==> src/rtl/edge_slope_setup.sv <==
// Triangle-setup sequencer: forms dx/dy for the three edges, issues one divide per
// non-horizontal edge to the shared divider and hands the slope set to the rasterizer.
module edge_slope_setup #(
    parameter int W    = 21,
    parameter int CW   = 10,
    parameter int FRAC = 8
) (
    input  logic          clk,
    input  logic          rst,
    input  logic          tri_valid,
    output logic          tri_ready,
    input  logic [CW-1:0] x0,
    input  logic [CW-1:0] y0,
    input  logic [CW-1:0] x1,
    input  logic [CW-1:0] y1,
    input  logic [CW-1:0] x2,
    input  logic [CW-1:0] y2,
    output logic          div_open,
    output logic [W-1:0]  div_dividend,
    output logic [W-1:0]  div_divisor,
    input  logic          div_finish,
    input  logic [W-1:0]  div_quotient,
    output logic          slope_valid,
    input  logic          slope_ready,
    output logic [W-1:0]  slope0,
    output logic [W-1:0]  slope1,
    output logic [W-1:0]  slope2,
    output logic [2:0]    horiz
);

    typedef enum logic [2:0] {
        IDLE,
        SETUP,
        ISSUE,
        WAIT_ACK,
        WAIT_DONE,
        NEXT,
        DONE
    } state_t;

    state_t        state;
    logic [1:0]    edge_idx;
    logic [CW-1:0] cx0, cy0, cx1, cy1, cx2, cy2;

    logic [CW-1:0] xa, ya, xb, yb;
    logic [CW:0]   dx, dy;
    logic [W-1:0]  dividend_next, divisor_next;
    logic          wr_en;
    logic [W-1:0]  wr_val;

    // Edge endpoints: e0 = v0->v1, e1 = v1->v2, e2 = v0->v2.
    always_comb begin
        xa = cx0;
        ya = cy0;
        xb = cx1;
        yb = cy1;
        case (edge_idx)
            2'd1: begin
                xa = cx1;
                ya = cy1;
                xb = cx2;
                yb = cy2;
            end
            2'd2: begin
                xa = cx0;
                ya = cy0;
                xb = cx2;
                yb = cy2;
            end
            default: ;
        endcase
    end

    assign dx            = {1'b0, xb} - {1'b0, xa};
    assign dy            = {1'b0, yb} - {1'b0, ya};
    assign dividend_next = {{(W-CW-1-FRAC){dx[CW]}}, dx, {FRAC{1'b0}}};
    assign divisor_next  = {{(W-CW-1){dy[CW]}}, dy};

    // A slope is written either as zero for a horizontal edge or from a fresh quotient.
    always_comb begin
        wr_en  = 1'b0;
        wr_val = div_quotient;
        if (state == ISSUE && div_divisor == '0) begin
            wr_en  = 1'b1;
            wr_val = '0;
        end else if (state == WAIT_DONE && div_finish) begin
            wr_en = 1'b1;
        end
    end

    always_ff @(posedge clk) begin
        if (rst) begin
            state        <= IDLE;
            edge_idx     <= 2'd0;
            tri_ready    <= 1'b0;
            div_open     <= 1'b0;
            div_dividend <= '0;
            div_divisor  <= '0;
            slope_valid  <= 1'b0;
            slope0       <= '0;
            slope1       <= '0;
            slope2       <= '0;
            horiz        <= 3'b000;
            cx0          <= '0;
            cy0          <= '0;
            cx1          <= '0;
            cy1          <= '0;
            cx2          <= '0;
            cy2          <= '0;
        end else begin
            div_open <= 1'b0;
            if (wr_en) begin
                case (edge_idx)
                    2'd0:    slope0 <= wr_val;
                    2'd1:    slope1 <= wr_val;
                    default: slope2 <= wr_val;
                endcase
            end
            case (state)
                IDLE: begin
                    if (tri_ready && tri_valid) begin
                        cx0       <= x0;
                        cy0       <= y0;
                        cx1       <= x1;
                        cy1       <= y1;
                        cx2       <= x2;
                        cy2       <= y2;
                        horiz     <= 3'b000;
                        edge_idx  <= 2'd0;
                        tri_ready <= 1'b0;
                        state     <= SETUP;
                    end else begin
                        tri_ready <= 1'b1;
                    end
                end
                SETUP: begin
                    div_dividend <= dividend_next;
                    div_divisor  <= divisor_next;
                    div_open     <= (dy != '0);
                    state        <= ISSUE;
                end
                ISSUE: begin
                    if (div_divisor == '0) begin
                        horiz[edge_idx] <= 1'b1;
                        state           <= NEXT;
                    end else begin
                        state <= WAIT_ACK;
                    end
                end
                // A finish still high from the previous divide must drop before a result counts.
                WAIT_ACK: begin
                    if (!div_finish) begin
                        state <= WAIT_DONE;
                    end
                end
                WAIT_DONE: begin
                    if (div_finish) begin
                        state <= NEXT;
                    end
                end
                NEXT: begin
                    if (edge_idx == 2'd2) begin
                        slope_valid <= 1'b1;
                        state       <= DONE;
                    end else begin
                        edge_idx <= edge_idx + 2'd1;
                        state    <= SETUP;
                    end
                end
                DONE: begin
                    if (slope_ready) begin
                        slope_valid <= 1'b0;
                        tri_ready   <= 1'b1;
                        state       <= IDLE;
                    end
                end
                default: state <= IDLE;
            endcase
        end
    end

endmodule

==> config.mk <==
export PLATFORM = sky130hd
export DESIGN_NAME = edge_slope_setup
export DESIGN_NICKNAME = d
export VERILOG_FILES = /design/src/rtl/edge_slope_setup.sv
export SDC_FILE = /design/constraint.sdc
export NUM_CORES = 1
export LEC_CHECK = 0
export CAP_MARGIN = 0
export CORE_AREA = 3 3 126 128
export CTS_CLUSTER_SIZE = 25
export DETAILED_ROUTE_END_ITERATION = 8
export DIE_AREA = 0 0 129 131
export PLACE_DENSITY_LB_ADDON = 0.3
export SYNTH_ARGS = -nofsm -noshare
export SYNTH_HDL_FRONTEND = slang
export SYNTH_SLANG_ARGS = --single-unit
==> constraint.sdc <==
create_clock -name clk -period 4.21 [get_ports clk]
set_input_delay 0.842 -clock clk [delete_from_list [all_inputs] [get_ports clk]]
set_output_delay 0.842 -clock clk [all_outputs]
set_load 0.05 [all_outputs]
==> results.yml <==
die:
  die_area_um2: 16900
  die_h_um: 131
  start_util_pct: 48.7
  io_pins: 197
  std_cell_rows: 45
  core_area_um2: 15000
  dieWidth_um: 129
routing:
  ant_nets: 0
  drc: 0
  dr.pass1.iters: 6
  routedWlPerCell_um: 15.6
  vias_per_cell: 5.41
  wl_um: 19500
  detail_route.iter0.violations: 470
  num_vias: 6761
setup_path:
  critPathMaxStageDelay_ns: 0.60
  r2r_cells: 11
  worstPathRequired_ns: 4.52
  startpoint: "edge_idx[0]"
  reg2reg_to: "div_open"
  path_cells: "inv_1, ha_1, buf_4, buf_4, mux2_2, ha_1, a2111oi_0, a21oi_1, xnor2_1, and4_1, a21boi_1"
  start_kind: "register"
  arrival_ns: 3.69
  cp-end-kind: "register"
  worstSetupPathType: "reg2reg"
  rrSetupSlack_ns: 0.83
  crit_family: "compound AO/OA/AOI/OAI gates"
  critPathMaxFanout: 10
  path_buf_inv: 3
  crit-reg2reg-launch: "edge_idx[0]"
  cp_slowest_cell: "a2111oi_0"
finish:
  mostFrequentLayoutCells: "nand2_1, clkdlybuf4s50_1, a21oi_1"
  post-route-util_pct: 64.9
  areaGrowthSynthToFinish_pct: 33.3
  diodes: 0
  nets: 1161
  drive_above_1_share_pct: 7.25
  final_common_cell: "nand2_1"
  fill_cells: 1288
  final_area_um2: 9720
clock_tree:
  hold_buffers: 0
  h-tree-depth: 4
  cts_resized: 0
  clock-sinks: 156
  clkSlewWorstSetupHoldPaths_ns: 0.06
  cts_tree: "yes"
  cts_buffer_depth: 2
  cts_made_buffers: 17
  clk_latency_ns: 0.42
  cts_setup_buffers: 0
  root_buffer: "clkbuf_16"
job:
  drv_cap: 0
timing:
  finClkSkew_ns: 0.00666
  setup_ws_ns: 0.829
  post-route-period-util_pct: 80.3
  setup_violations: 0
  fmax_mhz: 296
  worst_slew_pin_slew_ns: 1.09
  final.setup.tns_ns: 0
  min_period_ns: 3.38
  grt_setup_unrepaired: "no"
  final_hold_viol_count: 0
  slew_viol_final: 0
  relSlewSlack_pct: 27.4
yosys:
  synth_cells: 909
  yosys_warnings: 0
  yosys_register_bits: 156
  synthArstFlopShare_pct: 0
  synth_cell_types: 60
  synth_edf_count: 0
  synth-seq-area-share_pct: 42.8
  yosys_most_used_dff: "dfxtp_1"
  synth_area_um2: 7290
  syn_area_per_cell_um2: 8.02
global_route:
  grt_max_degree: 65
  grt_pass1_wl_um: 30500
  grt_pass1_vias: 6027
  grt_usage_pct: 22.6
  grt-ovfl-total: 0
  antenna_found_initial: 0
pwr:
  power_uw: 6320
  leakagePower_uw: 0.00337
  ir_worst_vdd_uv: 315
  powerDensity_nw_per_um2: 650
place:
  port_buffers: 188
  hpwl_um: 13900
  place_area_um2: 9130
  place_congestion: 0.852
  post-place-ws_ns: 0.904
worst_hold_path:
  worstHoldEndpoint: "slope0[2]"
  hold_depth: 2
  worstHoldPathType: "reg2reg"
  hp-start: "slope0[2]"
run_status:
  status: "finished clean"
==> synthesized netlist by cell type (2+ instances only) <==
master	n	area share, %
a311oi_1	2	0.24
xnor2_1	6	0.72
a31oi_1	2	0.17
nor4_1	3	0.26
mux2_2	20	3.1
nand3_1	74	5.1
ha_1	23	3.9
nor4_2	2	0.34
nor3_2	2	0.27
a2111oi_0	2	0.24
o21ai_0	16	1.1
o21a_1	2	0.21
or4_1	2	0.21
nor3_1	14	0.96
nor2_1	21	1.1
inv_1	13	0.67
nand4_1	2	0.17
nand2b_1	5	0.43
or3_1	7	0.60
xor2_1	3	0.36
buf_2	17	1.2
mux2i_1	21	2.9
buf_4	20	2.1
clkbuf_1	46	2.4
buf_1	2	0.10
fa_1	2	0.55
a21o_1	5	0.52
nand2_1	213	11
nor3b_1	7	0.72
nor2b_1	6	0.52
a21oi_1	159	11
dfxtp_1	156	43
a211oi_1	7	0.72
==> per-layer routing <==
layer	share of wire, %	GRT usage [%]
met1	46	30.3
met2	46	36.1
met3	6.0	5.04
met4	2.0	7.54
met5	0	0
==> area by class of cell <==
cell class / instances / area (um^2) / share of cell area (%)
clock buffer: 19 / 453 / 4.66
clock inverter: 12 / 140 / 1.44
inverter: 13 / 48.8 / 0.502
multi-input combinational: 661 / 3730 / 38.4
sequential: 156 / 3120 / 32.1
tap: 188 / 235 / 2.42
timing repair buffer: 201 / 1990 / 20.5
==> metrics by stage <==
| step | hold WS [ns] | std cells |
|---|---|---|
| 2_1_floorplan | 0.433 | 916 |
| 5_1_grt | 0.470 | 1250 |
| 6_report | 0.451 | 1250 |
| 3_3_place_gp | 0.441 | 1219 |
| 3_5_place_dp | 0.444 | 1219 |
| 4_1_cts | 0.453 | 1250 |
==> how the worst max path moves through the flow <==
stage,slack [ns],cells after the start,to
final,0.83,11,div_open
after global routing,0.56,11,div_open
after CTS,0.87,11,div_open
after detailed placement,0.90,11,div_open
after global placement,1.00,11,div_open
after floorplan,1.09,13,div_divisor[10]
==> cell families after synthesis <==
kind of cell / synth area share (%)
simple gates: 23.1
mux: 5.97
compound gates: 16.0
buf+inv: 6.44
fa+ha+maj: 4.50
other cells: 0.0515
xor+xnor: 1.08
flops: 42.8
==> tightest hold or removal path: stages, from the launching register on <==
cell	delay [ns]
dfxtp_1	0.31
nand2_1	0.05
a21oi_1	0.05
==> power by group <==
group / switching [uW] / internal [uW]
Clock: 622 / 907
Sequential: 224 / 1730
Combinational: 1800 / 1040
==> flip-flops by register name, indices dropped and copies added, names as in the netlist <==
signal and flops:
state 3, horiz 3, slope2 21, tri_ready 1
slope_valid 1, edge_idx 2, cx0 10, div_open 1
slope1 21, cy1 10, div_divisor 11, div_dividend 11
cy2 10, cx1 10, cy0 10, slope0 21
cx2 10
Power figures use the tool's default switching activity.
